===== src/rtl/adc_test_pkg.sv =====
// Shared types and constants for the ADC test-pattern sequencer and its sibling checker.
package adc_test_pkg;

    typedef enum logic [2:0] {
        IDLE,
        SETTLE,
        SKIP,
        ARM,
        RUN,
        DRAIN,
        LATCH,
        DONE
    } state_t;

    localparam int DEF_SETTLE_CYCLES = 64;
    localparam int DEF_SKIP_SAMPLES  = 2;
    localparam int DEF_TEST_SAMPLES  = 1024;

    // LTC2387 digital test pattern, compared by the checker on every counted sample
    localparam logic [17:0] PATTERN = 18'b11_0011_0000_1111_1100;

    function automatic logic [31:0] sat_add32(input logic [31:0] a, input logic [31:0] b);
        logic [32:0] sum;
        sum = {1'b0, a} + {1'b0, b};
        return sum[32] ? 32'hFFFF_FFFF : sum[31:0];
    endfunction

endpackage


===== src/rtl/adc_test_sequencer.sv =====
// Sequences the ADC test-pattern check channel by channel and drives the shared checker.
// Optional per-channel watchdog and timeout_mask output: define ADC_TEST_TIMEOUT_EN.
module adc_test_sequencer
    import adc_test_pkg::*;
#(
    parameter int NUM_CH         = 4,
    parameter int SETTLE_CYCLES  = DEF_SETTLE_CYCLES,
    parameter int SKIP_SAMPLES   = DEF_SKIP_SAMPLES,
    parameter int TEST_SAMPLES   = DEF_TEST_SAMPLES,
    parameter int TIMEOUT_CYCLES = 65536
) (
    input  logic                                       clk,
    input  logic                                       rst,
    input  logic                                       start,
    input  logic                                       abort,
    input  logic [NUM_CH-1:0]                          adc_valid,
    output logic                                       adc_testpat,
    output logic [((NUM_CH > 1) ? $clog2(NUM_CH) : 1)-1:0] ch_sel,
    output logic                                       chk_start,
    input  logic [31:0]                                chk_matches,
    input  logic [31:0]                                chk_mismatches,
    output logic                                       busy,
    output logic                                       done,
    output logic [NUM_CH-1:0]                          pass_mask,
`ifdef ADC_TEST_TIMEOUT_EN
    output logic [NUM_CH-1:0]                          timeout_mask,
`endif
    output logic [31:0]                                err_total
);

    localparam int CH_W    = (NUM_CH > 1) ? $clog2(NUM_CH) : 1;
    localparam int SET_W   = (SETTLE_CYCLES > 1) ? $clog2(SETTLE_CYCLES + 1) : 1;
    localparam int SMP_MAX = (TEST_SAMPLES > SKIP_SAMPLES) ? TEST_SAMPLES : SKIP_SAMPLES;
    localparam int SMP_W   = $clog2(SMP_MAX + 1);

    // Elaboration-time guard on the legal parameter ranges
    if (NUM_CH < 1 || NUM_CH > 16) begin : g_bad_num_ch
        $error("NUM_CH must be 1..16");
    end
    if (SETTLE_CYCLES < 1 || SKIP_SAMPLES < 2 || TEST_SAMPLES < 1) begin : g_bad_counts
        $error("SETTLE_CYCLES >= 1, SKIP_SAMPLES >= 2, TEST_SAMPLES >= 1 required");
    end
    if (TIMEOUT_CYCLES < 1) begin : g_bad_timeout
        $error("TIMEOUT_CYCLES must be at least 1");
    end

    state_t             state;
    logic               start_q;
    logic [SET_W-1:0]   cyc_cnt;
    logic [SMP_W-1:0]   smp_cnt;
    logic               v;
    logic               start_edge;
    logic               last_ch;
    logic               pass_now;

    assign v          = adc_valid[ch_sel];
    assign start_edge = start & ~start_q;
    assign last_ch    = (ch_sel == CH_W'(NUM_CH - 1));
    assign pass_now   = (chk_mismatches == 32'd0) && (chk_matches == 32'(TEST_SAMPLES));

`ifdef ADC_TEST_TIMEOUT_EN
    localparam int WD_W = $clog2(TIMEOUT_CYCLES + 1);
    logic [WD_W-1:0] wdog;
    logic            wd_expire;

    assign wd_expire = !v && (wdog == WD_W'(TIMEOUT_CYCLES - 1));
`endif

    always_ff @(posedge clk) begin
        if (rst) begin
            state       <= IDLE;
            start_q     <= 1'b0;
            cyc_cnt     <= '0;
            smp_cnt     <= '0;
            adc_testpat <= 1'b0;
            ch_sel      <= '0;
            chk_start   <= 1'b0;
            busy        <= 1'b0;
            done        <= 1'b0;
            pass_mask   <= '0;
            err_total   <= '0;
`ifdef ADC_TEST_TIMEOUT_EN
            wdog         <= '0;
            timeout_mask <= '0;
`endif
        end else begin
            start_q <= start;
            // abort outranks everything, including a start edge seen in the same cycle
            if (abort && state != IDLE) begin
                chk_start   <= 1'b0;
                adc_testpat <= 1'b0;
                busy        <= 1'b0;
                state       <= IDLE;
            end else begin
                case (state)
                    IDLE: begin
                        if (start_edge && !abort) begin
                            pass_mask   <= '0;
                            err_total   <= '0;
                            done        <= 1'b0;
                            ch_sel      <= '0;
                            adc_testpat <= 1'b1;
                            busy        <= 1'b1;
                            cyc_cnt     <= '0;
`ifdef ADC_TEST_TIMEOUT_EN
                            timeout_mask <= '0;
`endif
                            state       <= SETTLE;
                        end
                    end
                    SETTLE: begin
                        if (cyc_cnt == SET_W'(SETTLE_CYCLES - 1)) begin
                            smp_cnt <= '0;
`ifdef ADC_TEST_TIMEOUT_EN
                            wdog    <= '0;
`endif
                            state   <= SKIP;
                        end else begin
                            cyc_cnt <= cyc_cnt + 1'b1;
                        end
                    end
                    SKIP: begin
`ifdef ADC_TEST_TIMEOUT_EN
                        wdog <= v ? '0 : wdog + 1'b1;
                        if (wd_expire) begin
                            chk_start            <= 1'b0;
                            timeout_mask[ch_sel] <= 1'b1;
                            if (last_ch) begin
                                adc_testpat <= 1'b0;
                                busy        <= 1'b0;
                                done        <= 1'b1;
                                state       <= DONE;
                            end else begin
                                ch_sel  <= ch_sel + 1'b1;
                                cyc_cnt <= '0;
                                state   <= SETTLE;
                            end
                        end else
`endif
                        if (v) begin
                            if (smp_cnt == SMP_W'(SKIP_SAMPLES - 1)) begin
                                chk_start <= 1'b1;
                                state     <= ARM;
                            end else begin
                                smp_cnt <= smp_cnt + 1'b1;
                            end
                        end
                    end
                    ARM: begin
                        // checker clears its counters this cycle; samples here are not counted
                        smp_cnt <= '0;
`ifdef ADC_TEST_TIMEOUT_EN
                        wdog    <= '0;
`endif
                        state   <= RUN;
                    end
                    RUN: begin
`ifdef ADC_TEST_TIMEOUT_EN
                        wdog <= v ? '0 : wdog + 1'b1;
                        if (wd_expire) begin
                            chk_start            <= 1'b0;
                            timeout_mask[ch_sel] <= 1'b1;
                            if (last_ch) begin
                                adc_testpat <= 1'b0;
                                busy        <= 1'b0;
                                done        <= 1'b1;
                                state       <= DONE;
                            end else begin
                                ch_sel  <= ch_sel + 1'b1;
                                cyc_cnt <= '0;
                                state   <= SETTLE;
                            end
                        end else
`endif
                        if (v) begin
                            if (smp_cnt == SMP_W'(TEST_SAMPLES - 1)) begin
                                chk_start <= 1'b0;
                                state     <= DRAIN;
                            end else begin
                                smp_cnt <= smp_cnt + 1'b1;
                            end
                        end
                    end
                    DRAIN: begin
                        state <= LATCH;
                    end
                    LATCH: begin
                        pass_mask[ch_sel] <= pass_now;
                        err_total         <= sat_add32(err_total, chk_mismatches);
                        if (last_ch) begin
                            adc_testpat <= 1'b0;
                            busy        <= 1'b0;
                            done        <= 1'b1;
                            state       <= DONE;
                        end else begin
                            ch_sel  <= ch_sel + 1'b1;
                            cyc_cnt <= '0;
                            state   <= SETTLE;
                        end
                    end
                    DONE: begin
                        state <= IDLE;
                    end
                    default: begin
                        state <= IDLE;
                    end
                endcase
            end
        end
    end

endmodule


===== config.mk =====
export PLATFORM = sky130hd
export DESIGN_NAME = adc_test_sequencer
export DESIGN_NICKNAME = d
export VERILOG_FILES = /design/src/rtl/adc_test_pkg.sv /design/src/rtl/adc_test_sequencer.sv
export SDC_FILE = /design/constraint.sdc
export NUM_CORES = 1
export LEC_CHECK = 0
export CORE_MARGIN = 2
export CORE_UTILIZATION = 54
export DETAILED_ROUTE_END_ITERATION = 6
export GPL_TIMING_DRIVEN = 0
export PLACE_DENSITY = 0.84
export SLEW_MARGIN = 25
export SYNTH_ARGS = -nofsm -noshare
export SYNTH_HDL_FRONTEND = slang
export SYNTH_SLANG_ARGS = --single-unit

===== constraint.sdc =====
create_clock -name clk -period 5.58 [get_ports clk]
set_input_delay 1.395 -clock clk [delete_from_list [all_inputs] [get_ports clk]]
set_output_delay 1.395 -clock clk [all_outputs]
set_load 0.01 [all_outputs]

Yosys cells after proc, flatten, opt, wreduce, memory -nomap -nowiden

Cells that the tools add are included.

Bits in registers: 63
Logic and storage cells: 105
Output and inout port bits: 42
Input port bits: 72

$lt $le $gt $ge: 2
Reduce and logical (&&, ||, !) cells: 21
Muxes and demuxes: 42
Bitwise gates (word level): 3
$add $sub $neg: 4
Eq/ne operators: 23

Operator list:

| operator                                                          | count |
|---|---|
| 32-bit 2-to-1 mux                                                 | 2 |
| 32-bit one-hot mux with 2 select lines                            | 1 |
| 11-bit 2-to-1 mux                                                 | 5 |
| 11-bit one-hot mux with 4 select lines                            | 1 |
| 32-bit by 32-bit adder with 33-bit output                         | 1 |
| 32-bit by 11-bit == test with 1-bit output, second input constant | 1 |
| 32-bit zero test                                                  | 1 |
| 3-bit one-hot mux with 8 select lines                             | 1 |
| 2-bit != test, second input constant                              | 11 |
| 3-bit 2-to-1 mux                                                  | 7 |
| 7-bit 2-to-1 mux                                                  | 3 |
| 7-bit one-hot mux with 3 select lines                             | 1 |
| 3-bit == test, second input constant                              | 4 |
| 11-bit by 1-bit adder with 11-bit output, second input constant   | 1 |
| 11-bit by 1-bit == test with 1-bit output, second input constant  | 1 |
| 11-bit by 10-bit == test with 1-bit output, second input constant | 1 |
| 1-bit 2-to-1 mux                                                  | 10 |
| 5-bit AND reduction                                               | 2 |
| 4-bit one-hot mux with 2 select lines                             | 1 |
| 4-bit AND reduction                                               | 2 |
| 7-bit by 1-bit adder with 7-bit output, second input constant     | 1 |
| 7-bit by 6-bit == test with 1-bit output, second input constant   | 1 |
| 7-bit AND reduction                                               | 1 |
| 3-bit by 2-bit == test with 1-bit output, second input constant   | 2 |
| 23 further kinds                                                  | 33 |

Logic depth before layout (Yosys ltp)

Gate-level depths: netlist of the first run.

Depth after elaboration: 6
Gate-level depth with buffers: 12
Gate-level depth less buffers: 10

Least setup slack after synthesis of the first run

No wires, ideal clock.

Path kind: in2reg
Start: input chk_mismatches[0]
End: register err_total[21]
Data arrival time: 3536 ps
Slack: 1921 ps
Setup time: 123 ps
Cell stages on the path: 10
Required time: 5457 ps
Path through: ha_1 fa_1 a31oi_1 o31a_4 o31ai_4 a21oi_2 nor3_2 o22a_4 and2_4 a221o_2

Cells in the longest elaborated chain, start to end: 3

Ends and longest elaborated chain:

| item                                      | line                      | RTL |
|---|---|---|
| start: declaration                        | adc_test_sequencer.sv:21  | `input logic [31:0] chk_mismatches,` |
| 32-bit by 32-bit adder with 33-bit output | adc_test_pkg.sv:24        | `sum = {1'b0, a} + {1'b0, b};` |
| 32-bit 2-to-1 mux                         | adc_test_pkg.sv:25        | `return sum[32] ? 32'hFFFF_FFFF : sum[31:0];` |
| 32-bit one-hot mux with 2 select lines    | adc_test_sequencer.sv:95  | `case (state)` |
| end signal: assignment                    | adc_test_sequencer.sv:189 | `err_total <= sat_add32(err_total, chk_mismatches);` |
| end: declaration                          | adc_test_sequencer.sv:28  | `output logic [31:0] err_total` |

Every way passes these cells.
A chain may end at the register's enable or synchronous reset.

Worst setup path after layout of the first run

Start: input chk_mismatches[0]
End: register err_total[22]

The elaborated chain is that of the path after synthesis.

==> flow_summary.ini, run 1 <==
[worst_setup_path]
slowest_delay_ns = 0.47
worstRegToRegCells = 10
crit_arrival_ns = 4.33
r2r_slack_ns = 2.70
required_ns = 5.81
cp_num_buf_inv = 1
cp_top_family = compound AO/OA/AOI/OAI gates
reg2reg_to = err_total[22]$_SDFFE_PP0P_
slowest_stage = clkdlybuf4s50_1
timing.rr.start = err_total[0]$_SDFFE_PP0P_
worst_setup_path_start_kind = input port
worstSetupEndpointType = flop
cp_max_fo = 9
worstPathCellList = clkdlybuf4s50_1 > ha_1 > fa_1 > a31oi_1 > o31a_4 > o31ai_4 > a21oi_2 > nor3_2 > o22a_4 > and2_4 > a221o_2
crit_type = in2reg

[floorplan]
fp.dieH_um = 95.37
ios = 114
die_w_um = 95.37
coreArea_sq_um = 8134
fp.dieArea_sq_um = 9095
start_util_pct = 55.42
fp-row-count = 33

[drt]
ant_nets = 0
wl_per_cell_um = 15.90
routed_wl_um = 12940
first_iter_violations = 203
num_vias = 4816
vias_per_cell = 5.916
drc = 0
first_pass_iters = 5

[cells_and_area]
multi_input_area_sq_um = 3058
diodes = 0
regArea_sq_um = 1261
nets = 816
fillCellCount = 613
area_growth_pct = 32.31
drive_gt1_share_pct = 6.206
instances_no_fill = 814

[placement]
port_buffers = 113
gp_congestion = 0.9541
dp_hpwl_um = 10020
dp_cells = 798

[timing]
period_minus_slack_ns = 4.099
clock_skew_ns = 0.01225
setup_tns_ns = 0
relSlewSlack_pct = 38.89
fmax_mhz = 244.0
final.period_utilization_pct = 73.45
rsz0062_at_grt = false
tightest_slew_ns = 0.8935
hold_viol = 0
slew_violations = 0
setup_violations = 0

[outcome]
outcome = completed

[clock_network]
h-tree-depth = 3
cts_buffers = 9
cts_max_path_buffers = 2
clock_latency_ns = 0.35
cts_resized = 0
cts_tree = yes
clkSinkCount = 63
holdBufCountCts = 0
clockRootBuffer = clkbuf_8
path_clk_slew_ns = 0.07
cts_setup_buffers = 0

[flow_run]
max-cap-violations = 0

[grt]
grt_pass1_wl_um = 20600
grt_max_degree = 12
grt_pass1_vias = 4494
antenna_found_initial = 0
grt_overflow = 0
grt_usage_pct = 28.59

[min_path]
hold_path_class = reg2reg
hold_end = err_total[2]$_SDFFE_PP0P_
whs_path_depth = 2
worstHoldStart = err_total[2]$_SDFFE_PP0P_

[yosys]
async_reset_ff_share_pct = 0
synth_area_per_cell_sq_um = 7.773
yosysMostFrequentCell = nand2_1
syn-num-nets = 692
synth_area_leaders = dfxtp_1 (28%), ha_1 (11%), nand2_1 (7.1%)
yosysWarnings = 0
synth_edf_count = 0
synth_top_cell_by_area = dfxtp_1
ys_seq_area_share_pct = 27.98
ys_ff_latch = 63
synth_top_area_share_pct = 27.98
synth_cell_types = 59
syn_area_sq_um = 4508
synth_cells = 580
synth_common_cells = nand2_1 (85), dfxtp_1 (63), nor2_1 (46)
ys.flop_type = dfxtp_1

[power]
peakVddDrop_uv = 130.9
power_density_nw_per_um2 = 195.2
leakagePower_nw = 2.576
## power by group
group | total, mW | switching (mW) | internal (mW)
logic | 0.284 | 0.160 | 0.125
clock network | 0.404 | 0.198 | 0.205
registers | 0.476 | 0.0116 | 0.465
## cells by family (layout without fill, tap and decap cells)
group                      Yosys count  count (layout)  share of synthesized area (%)
adders and majority gates           40              40                          11.27
AOI/OAI and AO/OA                  151             151                          21.29
xor gates and xnor gates            39              39                          7.577
buffers and inverters               40             169                          4.302
and+or+nand+nor                    238             238                          25.31
DFF                                 63              63                          27.98
muxes                                9               9                          2.276
## how the worst max path moves through the flow
| stage | startpoint | endpoint | slack (ns) | cells past startpoint |
|---|---|---|---|---|
| 2_1_floorplan | chk_mismatches[0] | err_total[21]$_SDFFE_PP0P_ | 1.92 | 10 |
| 3_3_place_gp | chk_mismatches[0] | err_total[31]$_SDFFE_PP0P_ | 1.18 | 11 |
| 5_1_grt | chk_mismatches[0] | err_total[22]$_SDFFE_PP0P_ | 1.40 | 11 |
| 4_1_cts | chk_mismatches[0] | err_total[31]$_SDFFE_PP0P_ | 1.47 | 11 |
| 6_report | chk_mismatches[0] | err_total[22]$_SDFFE_PP0P_ | 1.48 | 11 |
| 3_5_place_dp | chk_mismatches[0] | err_total[31]$_SDFFE_PP0P_ | 1.11 | 11 |
## flip-flops by register name (all words and copies together), names as in the netlist
signal,cells
err_total,32
smp_cnt,11
cyc_cnt,7
pass_mask,4
state,3
ch_sel,2
busy,1
chk_start,1
done,1
start_q,1
## worst min-delay path, delay by kind of cell, from the launching register on
| family | cells | cell delay, ns |
|---|---|---|
| flip-flops | 1 | 0.33 |
| AND/OR/NAND/NOR | 2 | 0.10 |
## placed cells by master (no fill, tap or decap), types with 3 or more instances in the layout
cell / instances
or3_1: 6
mux2i_1: 8
nand3_1: 20
xor2_1: 20
clkbuf_1: 13
a21o_1: 20
o21ai_1: 19
nor3_1: 18
and3_1: 7
buf_2: 7
o21ai_0: 28
o211ai_1: 4
o31ai_1: 3
nor4b_1: 3
a211oi_1: 5
nor4_1: 18
clkdlybuf4s50_1: 113
o22ai_1: 3
a221o_2: 3
clkbuf_8: 9
nor2_1: 46
nand2_1: 85
ha_1: 39
xnor2_1: 19
nand2b_1: 6
a21oi_1: 45
nand4_1: 13
clkinv_2: 3
inv_1: 15
dfxtp_1: 63
a31oi_1: 3
nor2b_1: 5
## metrics by stage
stage               cell area [sq um]  util, %  power (mW)  setup slack [ns]  hold WS (ns)
floorplan                        4508        -      0.6527             1.921        0.4583
global placement                 5771    70.94      0.7534             1.180        0.4441
detailed placement               5771    70.94      0.7639             1.110        0.4531
CTS                              5959    73.27       1.162             1.472        0.4628
global route                     5964    73.33       1.217             1.396        0.4796
finish                           5964    73.33       1.164             1.481        0.4610
## per-layer routing
metal	vias up	global-route usage [%]	share of wire, %
met5	-	0	0
met4	0	9.524	1.9
met3	28	4.585	7.3
met2	205	47.36	46
met1	2236	37.97	44
li1	2347	-	-
## layout make-up
class	instances	area share, %
repair buffers	113	18.96
inverters	15	0.9440
flip-flops and latches	63	21.15
plain buffers	25	2.308
well taps	105	2.203
clock inverters	6	1.028
multi-input cells	477	51.27
clock buffers	10	2.140
Power figures use the tool's default switching activity.
==> run 2: changes to the inputs <==
--- a/config.mk
+++ b/config.mk
@@ -6,10 +6,10 @@
 export NUM_CORES = 1
 export LEC_CHECK = 0
 export CORE_MARGIN = 2
-export CORE_UTILIZATION = 54
+export CORE_UTILIZATION = 45
 export DETAILED_ROUTE_END_ITERATION = 6
 export GPL_TIMING_DRIVEN = 0
-export PLACE_DENSITY = 0.84
+export PLACE_DENSITY = 0.74
 export SLEW_MARGIN = 25
 export SYNTH_ARGS = -nofsm -noshare
 export SYNTH_HDL_FRONTEND = slang
==> constraint.sdc (replaced) <==
create_clock -name clk -period 3.75 [get_ports clk]
set_input_delay 0.9375 -clock clk [delete_from_list [all_inputs] [get_ports clk]]
set_output_delay 0.9375 -clock clk [all_outputs]
set_load 0.01 [all_outputs]
==> flow_summary.ini, run 2 (synthesis results as in run 1) <==
[outcome]
outcome = completed

[grt]
top_usage_layer = met2
grt_pass1_wl_um = 21180
grt_usage_pct = 23.66
grt_overflow = 0
grtUsageMet3_pct = 4.135
grtUsageMet2_pct = 39.61
antenna_found_initial = 0
grt_pass1_vias = 4492
use_met1_pct = 30.61
grt_max_degree = 12

[power]
leakagePower_nw = 2.576
p_total_mw = 1.714
power_density_nw_per_um2 = 285.6
peakVddDrop_uv = 182.5

[cells_and_area]
area_growth_pct = 33.11
reg_top3 = err_total: 32 flops, smp_cnt: 11 flops, cyc_cnt: 7 flops
largest_reg_flops = 32
regMostFlops = err_total
finalCoreUtilization_pct = 61.68
fillCellCount = 897
diodes = 0
nets = 816
drive_gt1_share_pct = 6.206
layout_common_cells = clkdlybuf4s50_1 (113), nand2_1 (85), dfxtp_1 (63), nor2_1 (46), a21oi_1 (45)
final_common_cell = clkdlybuf4s50_1

[timing]
period_minus_slack_ns = 3.631
setup_tns_ns = 0
slew_violations = 0
hold_viol = 0
final.period_utilization_pct = 96.83
worst_slack_ns = 0.1189
tightest_slew_ns = 0.9899
setup_violations = 0
fmax_mhz = 275.4
rsz0062_at_grt = false
clock_skew_ns = 0.01089
whs_ns = 0.4609
relSlewSlack_pct = 33.50

[flow_run]
max-cap-violations = 0

[drt]
wl_per_cell_um = 15.44
vias_per_cell = 5.596
ant_nets = 0
routed_wl_um = 13000
first_pass_iters = 5
drc = 0
num_vias = 4712
first_iter_violations = 299

[placement]
port_buffers = 113
place_ws_ns = -0.2528
dp_hpwl_um = 10210
gp_congestion = 0.9212

[min_path]
hold_path_class = reg2reg
worstHoldStart = err_total[9]$_SDFFE_PP0P_

[floorplan]
fp.dieArea_sq_um = 10830
ios = 114
fp.dieH_um = 104.1
start_util_pct = 46.33
coreArea_sq_um = 9729
fp-row-count = 36
die_w_um = 104.1

[worst_setup_path]
timing.rr.start = err_total[15]$_SDFFE_PP0P_
crit_arrival_ns = 3.86
worst_setup_path_start_kind = input port
critPathLaunch = chk_mismatches[0]
cp_max_fo = 9
worstPathCellList = clkdlybuf4s50_1 > ha_1 > fa_1 > a31oi_2 > o31a_4 > o31ai_4 > a21oi_2 > nor3_2 > o22a_4 > and2_4 > a221o_2
required_ns = 3.98
slowest_delay_ns = 0.47
worstSetupEndpointType = flop
slowest_stage = clkdlybuf4s50_1
crit_type = in2reg

[clock_network]
cts_buffers = 9
cts_max_path_buffers = 2
path_clk_slew_ns = 0.07
cts_setup_buffers = 0
cts_tree = yes
clock_latency_ns = 0.34
clockRootBuffer = clkbuf_8
h-tree-depth = 3
clkSinkCount = 63
[run 2: changes by cell type in the layout (fill, tap and decap cells not counted)]
cell     change
a31oi_1      -1
a31oi_2      +1
nor3_1       +1
nor3_2       -1
[run 2: worst max-delay path, delay by kind of cell]
kind / cells / cell delay [ns]
AND/OR/NAND/NOR: 2 / 0.29
adder cells (fa/ha/maj): 2 / 0.68
buffers and inverters: 1 / 0.47
AO/OA/AOI/OAI: 6 / 1.47
[run 2: metal layers]
layer / up-vias / wire [um]
met5: - / 0
met4: 0 / 251
met3: 25 / 690
met2: 140 / 6152
met1: 2199 / 5910
li1: 2348 / -
[run 2: timing repair]
action	in CTS	in global routing
setup endpoints to repair	0	3
gates resized for setup	0	1
hold buffers	0	0
[run 2: worst paths after layout]
path	to	slack, ns	cells after the start
worst min register to register	err_total[9]$_SDFFE_PP0P_	0.46	2
worst max-delay path	err_total[21]$_SDFFE_PP0P_	0.12	11
worst min-delay path	err_total[9]$_SDFFE_PP0P_	0.46	2
worst max register to register	err_total[21]$_SDFFE_PP0P_	0.88	11
[run 2: stage by stage]
step | instance area, sq um | std cells
floorplan | 4508 | 580
global placement | 5806 | 826
detailed placement | 5806 | 826
CTS | 5995 | 842
global route | 6001 | 842
finish | 6001 | 842
[run 2: area by class of cell]
class	count	area, sq um	area share, %
plain buffers	25	137.6	2.294
flip-flops and latches	63	1261	21.02
inverters	15	56.30	0.9383
multi-input cells	477	3059	50.98
repair buffers	113	1131	18.85
well taps	133	166.4	2.773
clock inverters	6	61.31	1.022
clock buffers	10	127.6	2.127
[run 2: report_power, final]
group / leakage (nW) / total [mW] / internal (mW) / switching (mW)
clock network: 0.0960 / 0.584 / 0.305 / 0.280
logic: 1.97 / 0.419 / 0.185 / 0.234
registers: 0.508 / 0.710 / 0.692 / 0.0182
total: 2.58 / 1.71 / 1.18 / 0.532
